**config.mk**
```make
export PLATFORM = sky130hd
export DESIGN_NAME = max7219_shadow_regs
export DESIGN_NICKNAME = d
export VERILOG_FILES = /design/src/rtl/max7219_chain_checker_pkg.sv /design/src/rtl/max7219_chain_checker_shadow_regs.sv
export SDC_FILE = /design/constraint.sdc
export NUM_CORES = 1
export LEC_CHECK = 0
export ABC_AREA = 1
export ABC_CLOCK_PERIOD_IN_PS = 3500
export CAP_MARGIN = 20
export CORE_MARGIN = 2
export CORE_UTILIZATION = 45
export DETAILED_ROUTE_END_ITERATION = 10
export PLACE_DENSITY = 0.73
export SYNTH_ARGS = -nofsm -noshare
export SYNTH_HDL_FRONTEND = slang
export SYNTH_SLANG_ARGS = --single-unit
```
**constraint.sdc**
```tcl
create_clock -name clk -period 3.5 [get_ports clk]
set_clock_uncertainty 0.1 [all_clocks]
set_input_delay 0.7 -clock clk [delete_from_list [all_inputs] [get_ports clk]]
set_output_delay 0.7 -clock clk [all_outputs]
set_load 0.005 [all_outputs]
```
**src/rtl/max7219_chain_checker_pkg.sv**
```systemverilog
// Shared constants and types for the MAX7219 chain checker.
// The optional register mirror is enabled with MAX7219_CHECKER_SHADOW_EN.
package max7219_checker_pkg;

    localparam int C_WORD_WIDTH = 16;

    localparam logic [3:0] C_ADDR_NOOP         = 4'h0;
    localparam logic [3:0] C_ADDR_DIGIT0       = 4'h1;
    localparam logic [3:0] C_ADDR_DIGIT1       = 4'h2;
    localparam logic [3:0] C_ADDR_DIGIT2       = 4'h3;
    localparam logic [3:0] C_ADDR_DIGIT3       = 4'h4;
    localparam logic [3:0] C_ADDR_DIGIT4       = 4'h5;
    localparam logic [3:0] C_ADDR_DIGIT5       = 4'h6;
    localparam logic [3:0] C_ADDR_DIGIT6       = 4'h7;
    localparam logic [3:0] C_ADDR_DIGIT7       = 4'h8;
    localparam logic [3:0] C_ADDR_DECODE       = 4'h9;
    localparam logic [3:0] C_ADDR_INTENSITY    = 4'hA;
    localparam logic [3:0] C_ADDR_SCAN_LIMIT   = 4'hB;
    localparam logic [3:0] C_ADDR_SHUTDOWN     = 4'hC;
    localparam logic [3:0] C_ADDR_DISPLAY_TEST = 4'hF;

    typedef enum logic {
        IDLE  = 1'b0,
        SHIFT = 1'b1
    } t_chk_state;

    function automatic int frame_width(input int nb_devices);
        return C_WORD_WIDTH * nb_devices;
    endfunction

endpackage

```
**src/rtl/max7219_chain_checker_shadow_regs.sv**
```systemverilog
// One MAX7219 register file mirror: 16 x 8 bits, single write port.
module max7219_shadow_regs
    import max7219_checker_pkg::*;
(
    input  logic         clk,
    input  logic         rst,
    input  logic         we,
    input  logic [3:0]   addr,
    input  logic [7:0]   data,
    output logic [127:0] regs
);

    always_ff @(posedge clk) begin
        if (rst) begin
            regs <= '0;
        end else if (we) begin
            regs[addr*8 +: 8] <= data;
        end
    end

endmodule

```
# Word level (Yosys, flattened, before mapping)
# Cells that the tools add are included.
# word_totals
elab_cells	5
register_bits	128
inputBits	15
out_inout_bits	128
# op_classes
n_addsub	1
shifts	2
mux	1
# op_table
op	count
$bwmux W128	1
$shift A8 B34 Y128 const A	1
$shiftx A8 B34 Y128	1
$neg A7 Y34	1

# Logic depth before layout (Yosys ltp)
# logic_depth
word_depth	3
ltp_mapped	13
ltp_nobuf	11

# Worst setup path after synthesis
# OpenSTA, ideal clock, no wires.
# synth_timing
path_type	input -> register
start	in addr[0]
end	reg regs[117]
setup_ps	128
path_buffers	3
t_arrival_ps	2397
t_required_ps	3272
path_slack_ps	875
cell_stages	11
path_cell_list	buf_2 > nor3_1 > ha_1 > buf_2 > inv_2 > nand3_2 > nor2_4 > nand3_2 > buf_2 > o21ai_0 > nor2_1
# synth_between
elab_chain_len	3
word_cells_on_any_way	4
classes_between	add/sub (1); shift (2); mux (1)
# synth_rtl
element	line_no	rtl
start: declaration	max7219_chain_checker_shadow_regs.sv:8	input logic [3:0] addr,
$neg A7 Y34 *	max7219_chain_checker_shadow_regs.sv:17	regs[addr*8 +: 8] <= data;
$shiftx A8 B34 Y128 or $shift A8 B34 Y128 (tied branches)	max7219_chain_checker_shadow_regs.sv:17	
$bwmux W128 *	max7219_chain_checker_shadow_regs.sv:17	
end signal: indexed assignment	max7219_chain_checker_shadow_regs.sv:17	
end: declaration	max7219_chain_checker_shadow_regs.sv:10	output logic [127:0] regs
# Mark *: on every way between the ends. The rest lies on a longest branch, timed or not.
# A chain may end at the register's enable or synchronous reset.

# Final worst setup path
# layout_timing
start	in addr[2]
end	reg regs[5]
# Same word-level chain as after synthesis.

==> flow_summary.toml <==
[run_status]
status = "finished, final reports clean"

[critical_path]
end_kind = "register"
endpoint = "regs[5]"
path_cells = "clkdlybuf4s50_1 -> nor3_1 -> ha_1 -> inv_2 -> buf_4 -> nand2_1 -> nor2_1 -> nand3_1 -> inv_1 -> o21ai_0 -> a21oi_1"
worstPathMaxFanout = 14
reg2reg_from = "regs[114]"
start_kind = "input port"
r2r_cells = 4
reg2reg_to = "regs[114]"
cp.required_ps = 3740
critPathKind = "input port to register"
r2r_slack_ps = 2600
arrival_ps = 3290
slowest_stage = "clkdlybuf4s50_1"
startpoint = "addr[2]"
slowest_delay_ps = 500

[global_route]
antenna_found_initial = 0
grt_pass1_vias = 5740
top_usage_layer = "met2"
grt_use_met2 = 0.383
grt_use_total = 0.253
grt.overflow.total = 0
met1_usage = 0.353
grt_pass1_wl_um = 28900
use_met3 = 0.0533
grt_max_degree = 47

[cts]
numCtsBuffers = 17
cts_resized = 0
clkLatencyLatePin_ps = 420
clk_transition_reported_paths_ps = 50
cts_root_buffer = "clkbuf_16"
cts_hold_buffers = 0
clkSinkCount = 128
tritoncts = "built"
post-cts-setup-buffers = 0
cts_max_level = 4
cts_buffer_depth = 2

[placed_design]
post-place-ws_ps = 145
hpwlAfterDp_um = 12600
portBuffers = 142
place_congestion = 0.911

[logic_synthesis]
synth_compound_area_frac = 0.0819
avgSynthCellArea_um2 = 6.52
ys_types = 27
syn-num-nets = 949
synth_top_family_by_area = "simple AND/OR/NAND/NOR gates"
syn-instance-count = 932
ys_seq_elements = 128
synth_simple_gate_area_share = 0.396
synth_mux_area_frac = 0
synthXorXnorAreaFrac = 0
synthesis.area_mm2 = 0.00608
yosys_warnings = 0
ys_seq_area_frac = 0.421
synthAdderAreaFrac = 0.00412

[timing]
slew_violations = 0
tightestPinTransition_ps = 637
period_minus_slack_ps = 3060
hold_slack_ps = 363
fin_crit_sh = 0.873
fin_ws_ps = 445
setup_tns_ps = 0
slew_headroom = 0.572
fmax_mhz = 327
rsz0062_at_grt = "no"
finalSetupViolations = 0
hold_viol = 0

[pwr]
leakagePower_nw = 3.36
ir_drop_mv = 0.342
power_density_mw_per_mm2 = 448

[worst_hold_path]
worstHoldStart = "regs[13]"
holdCritPathClass = "register to register"

[routing]
drtIter0Drc = 570
avgViaCountPerCell = 5.10
drc = 0
antenna_left = 0
dr.pass1.iters = 5
wirelength_um = 18100
vias = 6353
route.detailed.wl_per_inst_um = 14.6

[finish]
syn2layout_area_growth_pct = 35.2
largest_register = "regs"
nets = 1077
antenna_cells = 0
reg_top3 = "regs: 128 flops"
multi_input_area_mm2 = 0.00293
largest_register_ffs = 128
layout-drive-gt1-share = 0.0692
fillers = 1238
final_util = 0.621
seq_area_mm2 = 0.00256

[die]
core_area_mm2 = 0.0132
dieHeight_um = 120
ios = 143
die_width_um = 120
die-area_mm2 = 0.0145
initial_core_util = 0.459
rows = 42

[flow_run]
drv_cap = 0
[metrics by stage]
step                power [mW]  instance area (um2)  std cells
floorplan                 1.80                 6080        932
global placement          1.96                 7640       1217
detailed placement        1.97                 7640       1217
CTS                       3.70                 8220       1245
global route              3.82                 8220       1245
finish                    3.68                 8220       1245
[how the worst min path moves through the flow]
stage	to	slack [ps]	cells after the start
after floorplan	regs[11]	360	2
after global placement	regs[15]	360	2
after detailed placement	regs[13]	360	2
after CTS	regs[13]	370	2
after global routing	regs[9]	390	2
final	regs[13]	360	2
[power breakdown]
part / total (mW) / switching, mW / internal [mW]
Clock: 1.74 / 0.611 / 1.12
Combinational: 0.436 / 0.281 / 0.154
Sequential: 1.51 / 0.0187 / 1.49
[worst max-delay path: cells and delay by family]
kind                       cells  cell delay, ps
and+or+nand+nor                4             700
buffers and inverters          4            1170
adders and majority gates      1             350
AOI/OAI and AO/OA              2             360
[cell usage in the layout (no fill, tap or decap), types with 5 or more instances in the layout]
| cell type | netlist | routed |
|---|---|---|
| nand2_1 | 207 | 207 |
| nor2_1 | 207 | 207 |
| clkdlybuf4s50_1 | 0 | 142 |
| dfxtp_1 | 128 | 128 |
| inv_1 | 87 | 87 |
| nand3_1 | 60 | 60 |
| o21ai_0 | 56 | 56 |
| nor3_1 | 54 | 54 |
| a21oi_1 | 31 | 31 |
| buf_4 | 2 | 19 |
| clkbuf_16 | 0 | 17 |
| nand4_1 | 9 | 9 |
| nand2_2 | 7 | 7 |
| nor2_4 | 6 | 6 |
| nor2_2 | 5 | 5 |
| clkbuf_8 | 0 | 5 |
[final cells by class]
cell class / count / share of cell area
clock inverters: 5 / 0.00974
well taps: 176 / 0.0268
flip-flops and latches: 128 / 0.312
clock buffers: 23 / 0.0606
repair buffers: 162 / 0.193
inverters: 91 / 0.0416
multi-input cells: 660 / 0.357
[logic make-up after synthesis]
family	Yosys count
simple gates	562
buf+inv	144
flops	128
fa+ha+maj	2
compound gates	96
[cell usage after synthesis (all sizes together)]
cell type  number  share of area
inv            91          0.056
a31oi           2         0.0021
a21oi          31          0.026
o2111ai         2         0.0029
dfxtp         128           0.42
ha              2         0.0041
nor2          219           0.15
nand2         214           0.13
nand4          10          0.013
buf            34          0.028
nor3           54          0.044
nand3          63          0.054
nand3b          2         0.0025
clkbuf         19          0.012
o211ai          3         0.0037
o21ai          58          0.048
[routing by layer]
metal  vias up  wire length [um]
met5         -                 0
met4         0               393
met3        35              1360
met2       239              8090
met1      2886              8280
li1       3193                 -
Power figures use the tool's default switching activity.
